## config.mk

```make
export PLATFORM = sky130hd
export DESIGN_NAME = j1_uart_io_flat
export DESIGN_NICKNAME = d
export VERILOG_FILES = /design/src/rtl/j1_uart_io_if.sv /design/src/rtl/j1_uart_io.sv /design/src/flat_wrapper.sv
export SDC_FILE = /design/constraint.sdc
export NUM_CORES = 1
export LEC_CHECK = 0
export ABC_CLOCK_PERIOD_IN_PS = 6000
export CORE_MARGIN = 2
export CORE_UTILIZATION = 50
export CTS_BUF_LIST = sky130_fd_sc_hd__clkbuf_2 sky130_fd_sc_hd__clkbuf_4 sky130_fd_sc_hd__clkbuf_8
export DETAILED_ROUTE_END_ITERATION = 10
export MAX_ROUTING_LAYER = met4
export PLACE_DENSITY = 0.74
export RECOVER_POWER = 100
export REMOVE_ABC_BUFFERS = 1
export SYNTH_ARGS = -nofsm -noshare
export SYNTH_HDL_FRONTEND = slang
export SYNTH_SLANG_ARGS = --single-unit
```

## constraint.sdc

```tcl
create_clock -name sys_clk_i -period 6 [get_ports sys_clk_i]
set_clock_uncertainty 0.15 [all_clocks]
set_input_delay 0.6 -clock sys_clk_i [delete_from_list [all_inputs] [get_ports sys_clk_i]]
set_output_delay 0.6 -clock sys_clk_i [all_outputs]
set_load 0.05 [all_outputs]
```

## src/rtl/j1_uart_io_if.sv

```systemverilog
// J1 I/O port bus between the CPU (master) and an I/O responder (slave).
// Strobes, address and write data flow to the responder; read data returns combinationally.
interface j1_uart_io_if;
    logic        io_rd;
    logic        io_wr;
    logic [15:0] io_addr;
    logic [15:0] io_dout;
    logic [15:0] io_din;

    modport master (output io_rd, io_wr, io_addr, io_dout, input io_din);
    modport slave  (input io_rd, io_wr, io_addr, io_dout, output io_din);
endinterface

```

## src/rtl/j1_uart_io.sv

```systemverilog
// UART peripheral on the J1 I/O port: DATA/STATUS/DIVISOR window, TX/RX FIFOs, 8N1 framing.
// Latency: reads are combinational in the strobe cycle; TX starts the cycle after a push.
// Backpressure: none on the bus; full FIFOs drop bytes and set sticky flags. J1_UART_LOOPBACK_EN adds loopback.

// Small FIFO with combinational head; simultaneous push and pop keep the count.
// Latency: one cycle push-to-visible; pushes when full and pops when empty are ignored.
module j1_uart_fifo #(
    parameter int WIDTH = 8,
    parameter int DEPTH = 4
) (
    input  logic             sys_clk_i,
    input  logic             sys_rst_n_i,
    input  logic             wr_vld,
    input  logic [WIDTH-1:0] wr_dat,
    input  logic             rd_rdy,
    output logic [WIDTH-1:0] rd_dat,
    output logic             full,
    output logic             empty
);
    localparam int PW = $clog2(DEPTH);
    localparam int CW = PW + 1;

    logic [WIDTH-1:0] mem [DEPTH];
    logic [PW-1:0]    wr_ptr;
    logic [PW-1:0]    rd_ptr;
    logic [CW-1:0]    count;
    logic             do_wr;
    logic             do_rd;

    assign full   = (count == CW'(DEPTH));
    assign empty  = (count == '0);
    assign do_wr  = wr_vld && !full;
    assign do_rd  = rd_rdy && !empty;
    assign rd_dat = mem[rd_ptr];

    always_ff @(posedge sys_clk_i) begin
        if (do_wr) mem[wr_ptr] <= wr_dat;
    end

    always_ff @(posedge sys_clk_i or negedge sys_rst_n_i) begin
        if (!sys_rst_n_i) begin
            wr_ptr <= '0;
            rd_ptr <= '0;
            count  <= '0;
        end else begin
            if (do_wr) wr_ptr <= wr_ptr + PW'(1);
            if (do_rd) rd_ptr <= rd_ptr + PW'(1);
            if (do_wr && !do_rd)      count <= count + CW'(1);
            else if (!do_wr && do_rd) count <= count - CW'(1);
        end
    end
endmodule

module j1_uart_io #(
    parameter logic [15:0] BASE_ADDR   = 16'hF000,
    parameter int          FIFO_DEPTH  = 4,
    parameter logic [15:0] DEFAULT_DIV = 16'd433
) (
    input  logic        sys_clk_i,
    input  logic        sys_rst_n_i,
    j1_uart_io_if.slave io,
    input  logic        uart_rxd_i,
    output logic        uart_txd_o,
    output logic        irq_o
);
    localparam logic [1:0] REG_DATA = 2'd0;
    localparam logic [1:0] REG_STAT = 2'd1;
    localparam logic [1:0] REG_DIV  = 2'd2;

    typedef enum logic [1:0] {S_IDLE, S_START, S_DATA, S_STOP} uart_st_t;

    logic        sel;
    logic [1:0]  idx;
    logic        rd_data;
    logic        wr_data;
    logic        wr_stat;
    logic        wr_div;
    logic        unused_addr0;

    logic [15:0] divisor;
    logic [16:0] div_p1;
    logic [15:0] rx_half;
    logic        rx_ovr;
    logic        frm_err;
    logic        tx_ovf;
    logic        loop_bit;
    logic [15:0] status;

    logic        tx_full;
    logic        tx_fifo_empty;
    logic [7:0]  tx_head;
    logic        tx_pop;
    uart_st_t    tx_st;
    logic [15:0] tx_cnt;
    logic [2:0]  tx_bit;
    logic [7:0]  tx_shreg;
    logic        tx_line;

    logic        rx_full;
    logic        rx_empty;
    logic [7:0]  rx_head;
    logic        rx_src;
    logic [1:0]  rx_sync;
    logic        rx_s;
    logic        rx_prev;
    uart_st_t    rx_st;
    logic [15:0] rx_cnt;
    logic [2:0]  rx_bit;
    logic [7:0]  rx_shreg;
    logic        rx_stop_smp;
    logic        rx_push;
    logic        rx_drop;

    assign sel          = (io.io_addr[15:3] == BASE_ADDR[15:3]);
    assign idx          = io.io_addr[2:1];
    assign unused_addr0 = io.io_addr[0];
    assign rd_data      = io.io_rd && sel && (idx == REG_DATA);
    assign wr_data      = io.io_wr && sel && (idx == REG_DATA);
    assign wr_stat      = io.io_wr && sel && (idx == REG_STAT);
    assign wr_div       = io.io_wr && sel && (idx == REG_DIV);

    assign status = {7'd0, loop_bit, 2'd0, tx_ovf, frm_err, rx_ovr, !rx_empty,
                     tx_fifo_empty && (tx_st == S_IDLE), tx_full};

    always_comb begin
        io.io_din = 16'h0000;
        if (io.io_rd && sel) begin
            case (idx)
                REG_DATA: io.io_din = {8'h00, rx_empty ? 8'h00 : rx_head};
                REG_STAT: io.io_din = status;
                REG_DIV:  io.io_din = divisor;
                default:  io.io_din = 16'h0000;
            endcase
        end
    end

    assign irq_o = !rx_empty;

    // Sticky flags: a set event in the same cycle as a clear write keeps the flag.
    always_ff @(posedge sys_clk_i or negedge sys_rst_n_i) begin
        if (!sys_rst_n_i) begin
            divisor <= DEFAULT_DIV;
            rx_ovr  <= 1'b0;
            frm_err <= 1'b0;
            tx_ovf  <= 1'b0;
        end else begin
            if (wr_div) divisor <= io.io_dout;
            if (rx_drop)                          rx_ovr  <= 1'b1;
            else if (wr_stat && io.io_dout[3])    rx_ovr  <= 1'b0;
            if (rx_stop_smp && !rx_s)             frm_err <= 1'b1;
            else if (wr_stat && io.io_dout[4])    frm_err <= 1'b0;
            if (wr_data && tx_full)               tx_ovf  <= 1'b1;
            else if (wr_stat && io.io_dout[5])    tx_ovf  <= 1'b0;
        end
    end

`ifdef J1_UART_LOOPBACK_EN
    logic loop_en;
    always_ff @(posedge sys_clk_i or negedge sys_rst_n_i) begin
        if (!sys_rst_n_i)  loop_en <= 1'b0;
        else if (wr_stat)  loop_en <= io.io_dout[8];
    end
    assign loop_bit   = loop_en;
    assign rx_src     = loop_en ? tx_line : uart_rxd_i;
    assign uart_txd_o = loop_en ? 1'b1 : tx_line;
`else
    assign loop_bit   = 1'b0;
    assign rx_src     = uart_rxd_i;
    assign uart_txd_o = tx_line;
`endif

    j1_uart_fifo #(.WIDTH(8), .DEPTH(FIFO_DEPTH)) u_tx_fifo (
        .sys_clk_i   (sys_clk_i),
        .sys_rst_n_i (sys_rst_n_i),
        .wr_vld      (wr_data),
        .wr_dat      (io.io_dout[7:0]),
        .rd_rdy      (tx_pop),
        .rd_dat      (tx_head),
        .full        (tx_full),
        .empty       (tx_fifo_empty)
    );

    // A new frame is fetched from IDLE or straight out of the last STOP clock.
    assign tx_pop = !tx_fifo_empty &&
                    ((tx_st == S_IDLE) || ((tx_st == S_STOP) && (tx_cnt == 16'd0)));

    always_ff @(posedge sys_clk_i or negedge sys_rst_n_i) begin
        if (!sys_rst_n_i) begin
            tx_st    <= S_IDLE;
            tx_cnt   <= 16'd0;
            tx_bit   <= 3'd0;
            tx_shreg <= 8'd0;
            tx_line  <= 1'b1;
        end else begin
            case (tx_st)
                S_IDLE: if (tx_pop) begin
                    tx_st    <= S_START;
                    tx_shreg <= tx_head;
                    tx_cnt   <= divisor;
                    tx_line  <= 1'b0;
                end
                S_START: if (tx_cnt == 16'd0) begin
                    tx_st    <= S_DATA;
                    tx_cnt   <= divisor;
                    tx_bit   <= 3'd0;
                    tx_line  <= tx_shreg[0];
                    tx_shreg <= {1'b0, tx_shreg[7:1]};
                end else tx_cnt <= tx_cnt - 16'd1;
                S_DATA: if (tx_cnt == 16'd0) begin
                    tx_cnt <= divisor;
                    if (tx_bit == 3'd7) begin
                        tx_st   <= S_STOP;
                        tx_line <= 1'b1;
                    end else begin
                        tx_bit   <= tx_bit + 3'd1;
                        tx_line  <= tx_shreg[0];
                        tx_shreg <= {1'b0, tx_shreg[7:1]};
                    end
                end else tx_cnt <= tx_cnt - 16'd1;
                S_STOP: if (tx_cnt == 16'd0) begin
                    if (tx_pop) begin
                        tx_st    <= S_START;
                        tx_shreg <= tx_head;
                        tx_cnt   <= divisor;
                        tx_line  <= 1'b0;
                    end else tx_st <= S_IDLE;
                end else tx_cnt <= tx_cnt - 16'd1;
                default: tx_st <= S_IDLE;
            endcase
        end
    end

    always_ff @(posedge sys_clk_i or negedge sys_rst_n_i) begin
        if (!sys_rst_n_i) begin
            rx_sync <= 2'b11;
            rx_prev <= 1'b1;
        end else begin
            rx_sync <= {rx_sync[0], rx_src};
            rx_prev <= rx_sync[1];
        end
    end
    assign rx_s = rx_sync[1];

    // Start sample lands (DIVISOR+1)/2 clocks after the detected edge; the counter runs to zero inclusive.
    assign div_p1  = {1'b0, divisor} + 17'd1;
    assign rx_half = (div_p1[16:1] == 16'd0) ? 16'd0 : div_p1[16:1] - 16'd1;

    assign rx_stop_smp = (rx_st == S_STOP) && (rx_cnt == 16'd0);
    assign rx_push     = rx_stop_smp && !rx_full;
    assign rx_drop     = rx_stop_smp && rx_full;

    always_ff @(posedge sys_clk_i or negedge sys_rst_n_i) begin
        if (!sys_rst_n_i) begin
            rx_st    <= S_IDLE;
            rx_cnt   <= 16'd0;
            rx_bit   <= 3'd0;
            rx_shreg <= 8'd0;
        end else begin
            case (rx_st)
                S_IDLE: if (rx_prev && !rx_s) begin
                    rx_st  <= S_START;
                    rx_cnt <= rx_half;
                end
                S_START: if (rx_cnt == 16'd0) begin
                    if (rx_s) rx_st <= S_IDLE;
                    else begin
                        rx_st  <= S_DATA;
                        rx_cnt <= divisor;
                        rx_bit <= 3'd0;
                    end
                end else rx_cnt <= rx_cnt - 16'd1;
                S_DATA: if (rx_cnt == 16'd0) begin
                    rx_shreg <= {rx_s, rx_shreg[7:1]};
                    rx_cnt   <= divisor;
                    if (rx_bit == 3'd7) rx_st  <= S_STOP;
                    else                rx_bit <= rx_bit + 3'd1;
                end else rx_cnt <= rx_cnt - 16'd1;
                S_STOP: if (rx_cnt == 16'd0) rx_st <= S_IDLE;
                        else                 rx_cnt <= rx_cnt - 16'd1;
                default: rx_st <= S_IDLE;
            endcase
        end
    end

    j1_uart_fifo #(.WIDTH(8), .DEPTH(FIFO_DEPTH)) u_rx_fifo (
        .sys_clk_i   (sys_clk_i),
        .sys_rst_n_i (sys_rst_n_i),
        .wr_vld      (rx_push),
        .wr_dat      (rx_shreg),
        .rd_rdy      (rd_data),
        .rd_dat      (rx_head),
        .full        (rx_full),
        .empty       (rx_empty)
    );
endmodule

```

## src/flat_wrapper.sv

```systemverilog
// flat-port wrapper written by rule: the top's interface ports become plain ports
module j1_uart_io_flat 
#(
    parameter logic [15:0] BASE_ADDR   = 16'hF000,
    parameter int          FIFO_DEPTH  = 4,
    parameter logic [15:0] DEFAULT_DIV = 16'd433
)
  (sys_clk_i, sys_rst_n_i, uart_rxd_i, uart_txd_o, irq_o, io_io_rd, io_io_wr, io_io_addr, io_io_dout, io_io_din);
  j1_uart_io_if io_i ();
  input  logic sys_clk_i;
  input  logic sys_rst_n_i;
  input  logic uart_rxd_i;
  output logic uart_txd_o;
  output logic irq_o;
  input wire logic [$bits(io_i.io_rd)-1:0] io_io_rd;
  input wire logic [$bits(io_i.io_wr)-1:0] io_io_wr;
  input wire logic [$bits(io_i.io_addr)-1:0] io_io_addr;
  input wire logic [$bits(io_i.io_dout)-1:0] io_io_dout;
  output wire logic [$bits(io_i.io_din)-1:0] io_io_din;
  assign io_i.io_rd = io_io_rd;
  assign io_i.io_wr = io_io_wr;
  assign io_i.io_addr = io_io_addr;
  assign io_i.io_dout = io_io_dout;
  assign io_io_din = io_i.io_din;
  j1_uart_io #(.BASE_ADDR(BASE_ADDR), .FIFO_DEPTH(FIFO_DEPTH), .DEFAULT_DIV(DEFAULT_DIV)) u_core (.sys_clk_i(sys_clk_i), .sys_rst_n_i(sys_rst_n_i), .io(io_i), .uart_rxd_i(uart_rxd_i), .uart_txd_o(uart_txd_o), .irq_o(irq_o));
endmodule
```

; ---- After elaboration in Yosys (flattened, before gate mapping)
; Memories as Yosys holds them, arrays and structs flattened.
; Cells that the tools add are included.
; Widths: inputs -> output; s select.
[classes]
muxes = 63
addsub = 14
n_eq_ne = 28
n_reduce_logical = 60
[op_table]
columns = op, count
row1 = $mux 16, 10
row2 = $pmux 16 s3, 2
row3 = $pmux 16 s4, 1
row4 = $logic_not 16->1, 3
row5 = $mux 8, 6
row6 = $sub 16x1->16 const B, 3
row7 = $mux 3, 11
row8 = $pmux 8 s4, 1
row9 = $logic_and 1x1->1, 26
row10 = $mux 2, 11
row11 = $add 16x1->17 const B, 1
row12 = $mux 1, 16
row13 = $pmux 2 s4, 2
row14 = $reduce_and 5->1, 3
row15 = $ne 2x1->1 const B, 7
row16 = $ne 2x2->1 const B, 7
row17 = $reduce_bool 2->1, 7
row18 = $eq 13x13->1 const B, 1
row19 = $add 3x1->3 const B, 4
row20 = $eq 3x3->1 const B, 4
row21 = $pmux 3 s2, 2
row22 = $eq 2x2->1 const B, 5
row23 = $logic_not 1->1, 9
row24 = $add 2x1->2 const B, 4
row25 = other kinds (11), 19
[totals]
ff_bits = 95
elab_cells = 188
inputBits = 37
n_memories = 2
ram_bits = 64
output_inout_bits = 18
[mem_list]
columns = memory, words, word_bits, read_ports, rd_ports_with_merged_regs, wr, line
row1 = u_core.u_rx_fifo.mem, 4, 8, 1, 0, 1, j1_uart_io.sv:23  ; logic [WIDTH-1:0] mem [DEPTH];
row2 = u_core.u_tx_fifo.mem, 4, 8, 1, 0, 1, j1_uart_io.sv:23

; ---- Logic depth before layout (Yosys ltp)
[depth]
depth_word = 8
depth_mapped = 15
depth_no_buf = 13

; ---- Hierarchy
; Synthesis repeated with hierarchy kept, for this count alone.
[unflattened]
hier_cells = 847
hier_area_um2 = 9240.1
[modules_own_cells]
columns = module, cells_each, n_inst, area_each_um2, seq_area_each_um2
row1 = j1_uart_io, 693, 1, 6062.1, 2038.2
row2 = j1_uart_fifo, 77, 2, 1589.0, 1136.1

; ---- Worst setup path before layout
; OpenSTA, ideal clock, no wires.
[synth_timing]
kind = input-to-output
start = in io_io_addr[4]
end = out io_io_din[6]
required_ns = 5.250
path_buffers = 1
cell_stages = 6
arrival_time_ns = 3.232
setup_slack_ns = 2.018
cell_sequence = or4_1 -> nor3_2 -> nand2_1 -> or4_1 -> clkbuf_1 -> o21ai_0
[synth_via]
elab_chain_len = 3
[synth_lines]
columns = item, line
row1 = from (decl), flat_wrapper.sv:17  ; input wire logic [$bits(io_i.io_addr)-1:0] io_io_addr;
row2 = $eq 13x13->1, j1_uart_io.sv:114  ; assign sel = (io.io_addr[15:3] == BASE_ADDR[15:3]);
row3 = $logic_and 1x1->1, j1_uart_io.sv:127  ; if (io.io_rd && sel) begin
row4 = $mux 16, j1_uart_io.sv:127
row5 = to (decl), flat_wrapper.sv:19  ; output wire logic [$bits(io_i.io_din)-1:0] io_io_din;
; No other way between the ends.

; ---- Worst setup path after layout
[layout_timing]
start = in io_io_addr[10]
end = out io_io_din[6]
; Same word-level chain as after synthesis.

==> metrics.md <==
| Metric | Value |
|---|---|
| Max-cap violations | `2` |
| Critical-path cell list | `dlygate4sd3_1, nor4b_1, nand4_1, nor3_1, nand2_1, or4_1, o21ai_0, dlygate4sd3_1` |
| I/O Buffers | `53` |
| Die area | `19300 um2` |
| Synth-to-layout area growth | `10.0%` |
| Synth Warn # | `0` |
| Ant diodes | `0` |
| Startpoint Class | `input port` |
| Sequential cell area | `4310 um2` |
| Die Y | `139 um` |
| Setup CP Type | `input port to output pin` |
| CP peak stage delay | `0.93 ns` |
| Row count | `49` |
| Final Hold Vio Count | `0` |
| Delay-heaviest family, CP | `simple AND/OR/NAND/NOR gates` |
| GPL Wtd Cong | `0.833` |
| Fill count | `1558` |
| Synth Instances | `858` |
| Initial DRC count | `487` |
| Later-pin clock latency in the skew report | `0.46 ns` |
| Cell repeated most along the worst path | `dlygate4sd3_1` |
| Grt ovf | `0` |
| Multiplexer area fraction after synthesis | `8.73%` |
| Int Power | `2.35 mW` |
| Worst-margin pin slew | `1.85 ns` |
| Routed WL per cell | `17.9 um` |
| Worst VDD drop | `234 uV` |
| Chip width | `139 um` |
| Routed wire length | `20100 um` |
| Prevailing post-synth register cell | `dfrtp_1` |
| Async set-reset flop share out of synthesis | `59.7%` |
| Req. time, crit path | `5.25 ns` |
| Global-route wire length before repair | `33400 um` |
| Switching Fraction | `40.7%` |
| Failing checks | `capacitance limit, slew limit` |
| # setup viols final | `0` |
| Crit path DAT | `4.09 ns` |
| Sequential Power Share | `38.3%` |
| Fmax | `206 MHz` |
| CTS tree | `yes` |
| Largest family of logic cells by synthesized area | `compound AO/OA/AOI/OAI gates` |
| Pre-Repair DR Iteration Count | `5` |
| Buf/Inv on CP | `2` |
| Initial Util | `50.8%` |
| Depth of the CTS H-tree | `4` |
| Avg Inst Size Synth | `10.6 um2` |
| Max-slew headroom | `-23.4%` |
| Mapped Area | `9100 um2` |
| Flops & latches, synth | `159` |
| Clock power share | `20.3%` |
| Status | `finished, violations left` |
| CP max stage cell | `dlygate4sd3_1` |
| Area fraction in compound gates after synthesis | `15.1%` |
| Via count | `6644` |
| Minimum clock period | `4.84 ns` |
| DR vias/cell | `5.92` |
| Dpl cell area | `9660 um2` |
| Fin crit share | `80.7%` |
| Vias in the first global route | `6562` |
| Gr usage total | `22.2%` |
| Seq/Total Area, Yosys | `47.4%` |
| Max Slew Vio Count | `98` |
| Synth cell types | `79` |
| Final instance area | `10000 um2` |
| Core Box Area | `17900 um2` |
| Xor/xnor cell area share of the yosys netlist | `4.99%` |
| Simple-gate area share of the yosys netlist | `15.1%` |
| ANT nets after route | `0` |
| Pin count of the biggest net entering global routing | `64` |
| Combinational share of power | `41.5%` |
| NetSw | `1.62 mW` |
| Num CTS Buffers | `17` |
| Residual DRC | `0` |
| Layout cells sized above 1 | `11.4%` |
| Crit end category | `output pin` |
| Clock Sinks | `159` |
| RSZ-0062 raised after global routing | `false` |
| CTS clk-pin slew, worst paths | `0.09 ns` |
| TNS Setup | `0 ns` |
| Clock Path Buffers | `2` |
| Hold slack | `0.219 ns` |
| Root buf cell | `clkbuf_8` |
| Post-Synth Adder-Cell Area | `4.43%` |
| Hpwl dp | `13700 um` |
| Layout Nets | `948` |
| Worst-path maximum fanout | `7` |
| I/O Pins | `55` |
| Area of the multi-input gates | `4350 um2` |
| Pwr per Cell Area | `397 nW/um2` |
| Hold Crit Class | `register to register` |
| Final Util | `55.9%` |
| Lkg Pwr | `4.08 nW` |
| Number of synthesized flops with an enable pin | `64` |
| Initial antenna violation count | `0` |
kinds of logic (layout without fill, tap and decap cells):
group	count (synthesis)	after routing
AOI/OAI and AO/OA	204	204
DFF	159	159
muxes	56	56
adders and majority gates	31	31
and+or+nand+nor	272	272
xor gates and xnor gates	51	51
buffers and inverters	85	120
sequential cells by signal, indices dropped and copies added, names as in the netlist, named ones only:
signal	count
u_core.divisor	16
u_core.frm_err	1
u_core.rx_bit	3
u_core.rx_cnt	16
u_core.rx_ovr	1
u_core.rx_prev	1
u_core.rx_shreg	8
u_core.rx_st	1
u_core.rx_sync	2
u_core.tx_bit	3
u_core.tx_cnt	16
u_core.tx_ovf	1
u_core.tx_shreg	8
u_core.tx_st	2
u_core.u_rx_fifo.count	3
u_core.u_rx_fifo.mem	32
u_core.u_rx_fifo.rd_ptr	2
u_core.u_rx_fifo.wr_ptr	2
u_core.u_tx_fifo.count	3
u_core.u_tx_fifo.mem	32
u_core.u_tx_fifo.rd_ptr	2
u_core.u_tx_fifo.wr_ptr	2
u_core.uart_txd_o	1
through the flow:
step | power (mW) | std cells | setup slack, ns
3_5_place_dp | 3.19 | 1089 | 1.46
3_3_place_gp | 3.13 | 1089 | 1.44
2_1_floorplan | 2.79 | 806 | 2.05
6_report | 3.97 | 1122 | 1.16
5_1_grt | 4.29 | 1122 | 0.864
4_1_cts | 4.00 | 1122 | 1.42
power groups by stage:
| stage | registers, mW | logic [mW] | clock network, mW |
|---|---|---|---|
| final | 1.52 | 1.65 | 0.805 |
| after floorplan | 1.49 | 1.29 | 0 |
| after global routing | 1.55 | 1.87 | 0.870 |
| after CTS | 1.52 | 1.66 | 0.826 |
| after detailed placement | 1.54 | 1.65 | 0 |
| after global placement | 1.53 | 1.60 | 0 |
cells in the final DEF (no fill, tap or decap), types with 21 or more instances in the layout:
cell type,n
a21oi_1,44
a22oi_1,21
clkdlybuf4s50_1,24
dfrtp_1,86
dlygate4sd3_1,29
edfxtp_1,64
ha_1,29
inv_1,31
mux2_2,27
nand2_1,76
nand3_1,22
nor2_1,69
nor3_1,23
o21ai_0,46
xnor2_1,32
path summary, 6_finish.rpt:
check | startpoint | end | slack [ns] | cells past startpoint
min | u_core.rx_sync[0]$_DFF_PN1_ | u_core.rx_sync[1]$_DFF_PN1_ | 0.22 | 0
max reg2reg | u_core.tx_cnt[0]$_DFF_PN0_ | u_core.u_tx_fifo.count[1]$_DFFE_PN0P_ | 1.50 | 11
min reg2reg | u_core.rx_sync[0]$_DFF_PN1_ | u_core.rx_sync[1]$_DFF_PN1_ | 0.22 | 0
max in group asynchronous | sys_rst_n_i | u_core.rx_cnt[5]$_DFFE_PN0P_ | 2.24 | 3
max | io_io_addr[10] | io_io_din[6] | 1.16 | 8
min in group asynchronous | sys_rst_n_i | u_core.tx_shreg[3]$_DFFE_PN0P_ | 1.02 | 2
worst reg2reg max path, stage by stage (launching register included):
cell,delay [ns]
dfrtp_1,0.42
inv_1,0.09
ha_1,0.20
nor2b_1,0.37
nand2_1,0.21
nor3_1,0.29
o21ba_1,0.69
clkinv_1,0.76
ha_1,0.46
inv_1,0.07
fa_1,0.40
mux2_2,0.27
layout make-up:
type                    count  share of cell area (%)
clock inverters            15                    1.69
multi-input cells         614                    43.5
inverters                  33                    1.24
well taps                 229                    2.86
flip-flops and latches    159                    43.0
repair buffers             55                    5.38
clock buffers              17                    2.34
metal layers:
layer	up-vias	part of all wire, %	GRT usage [%]	wire, um
li1	3173	-	-	-
met1	3280	44	28.7	8910
met2	163	49	35.0	9850
met3	28	4.4	4.32	886
met4	0	2.4	8.51	475
met5	-	0	-	0
timing repair:
item / in CTS / in global routing
hold buffers: 1 / 0
setup buffers: 0 / 0
gates resized for setup: 0 / 0
setup endpoints to repair: 0 / 0
endpoints found under the hold margin: 31 / 0
synth_stat cells, types with 11 or more instances:
master	number	area (um2)
dfrtp_1	86	2150
a21oi_1	44	220
a22oi_1	21	158
xnor2_1	32	280
nand2_1	76	285
mux2i_1	13	130
xor2_1	18	158
nand3_1	21	105
nor3_1	22	110
clkbuf_1	27	101
buf_4	11	82.6
edfxtp_1	64	1920
o21ai_0	45	225
a22o_1	13	114
nor2_1	69	259
and2_1	20	125
mux2_2	27	304
inv_1	31	116
ha_1	29	363
mux4_2	16	360
o22ai_1	11	68.8
Power figures use the tool's default switching activity.
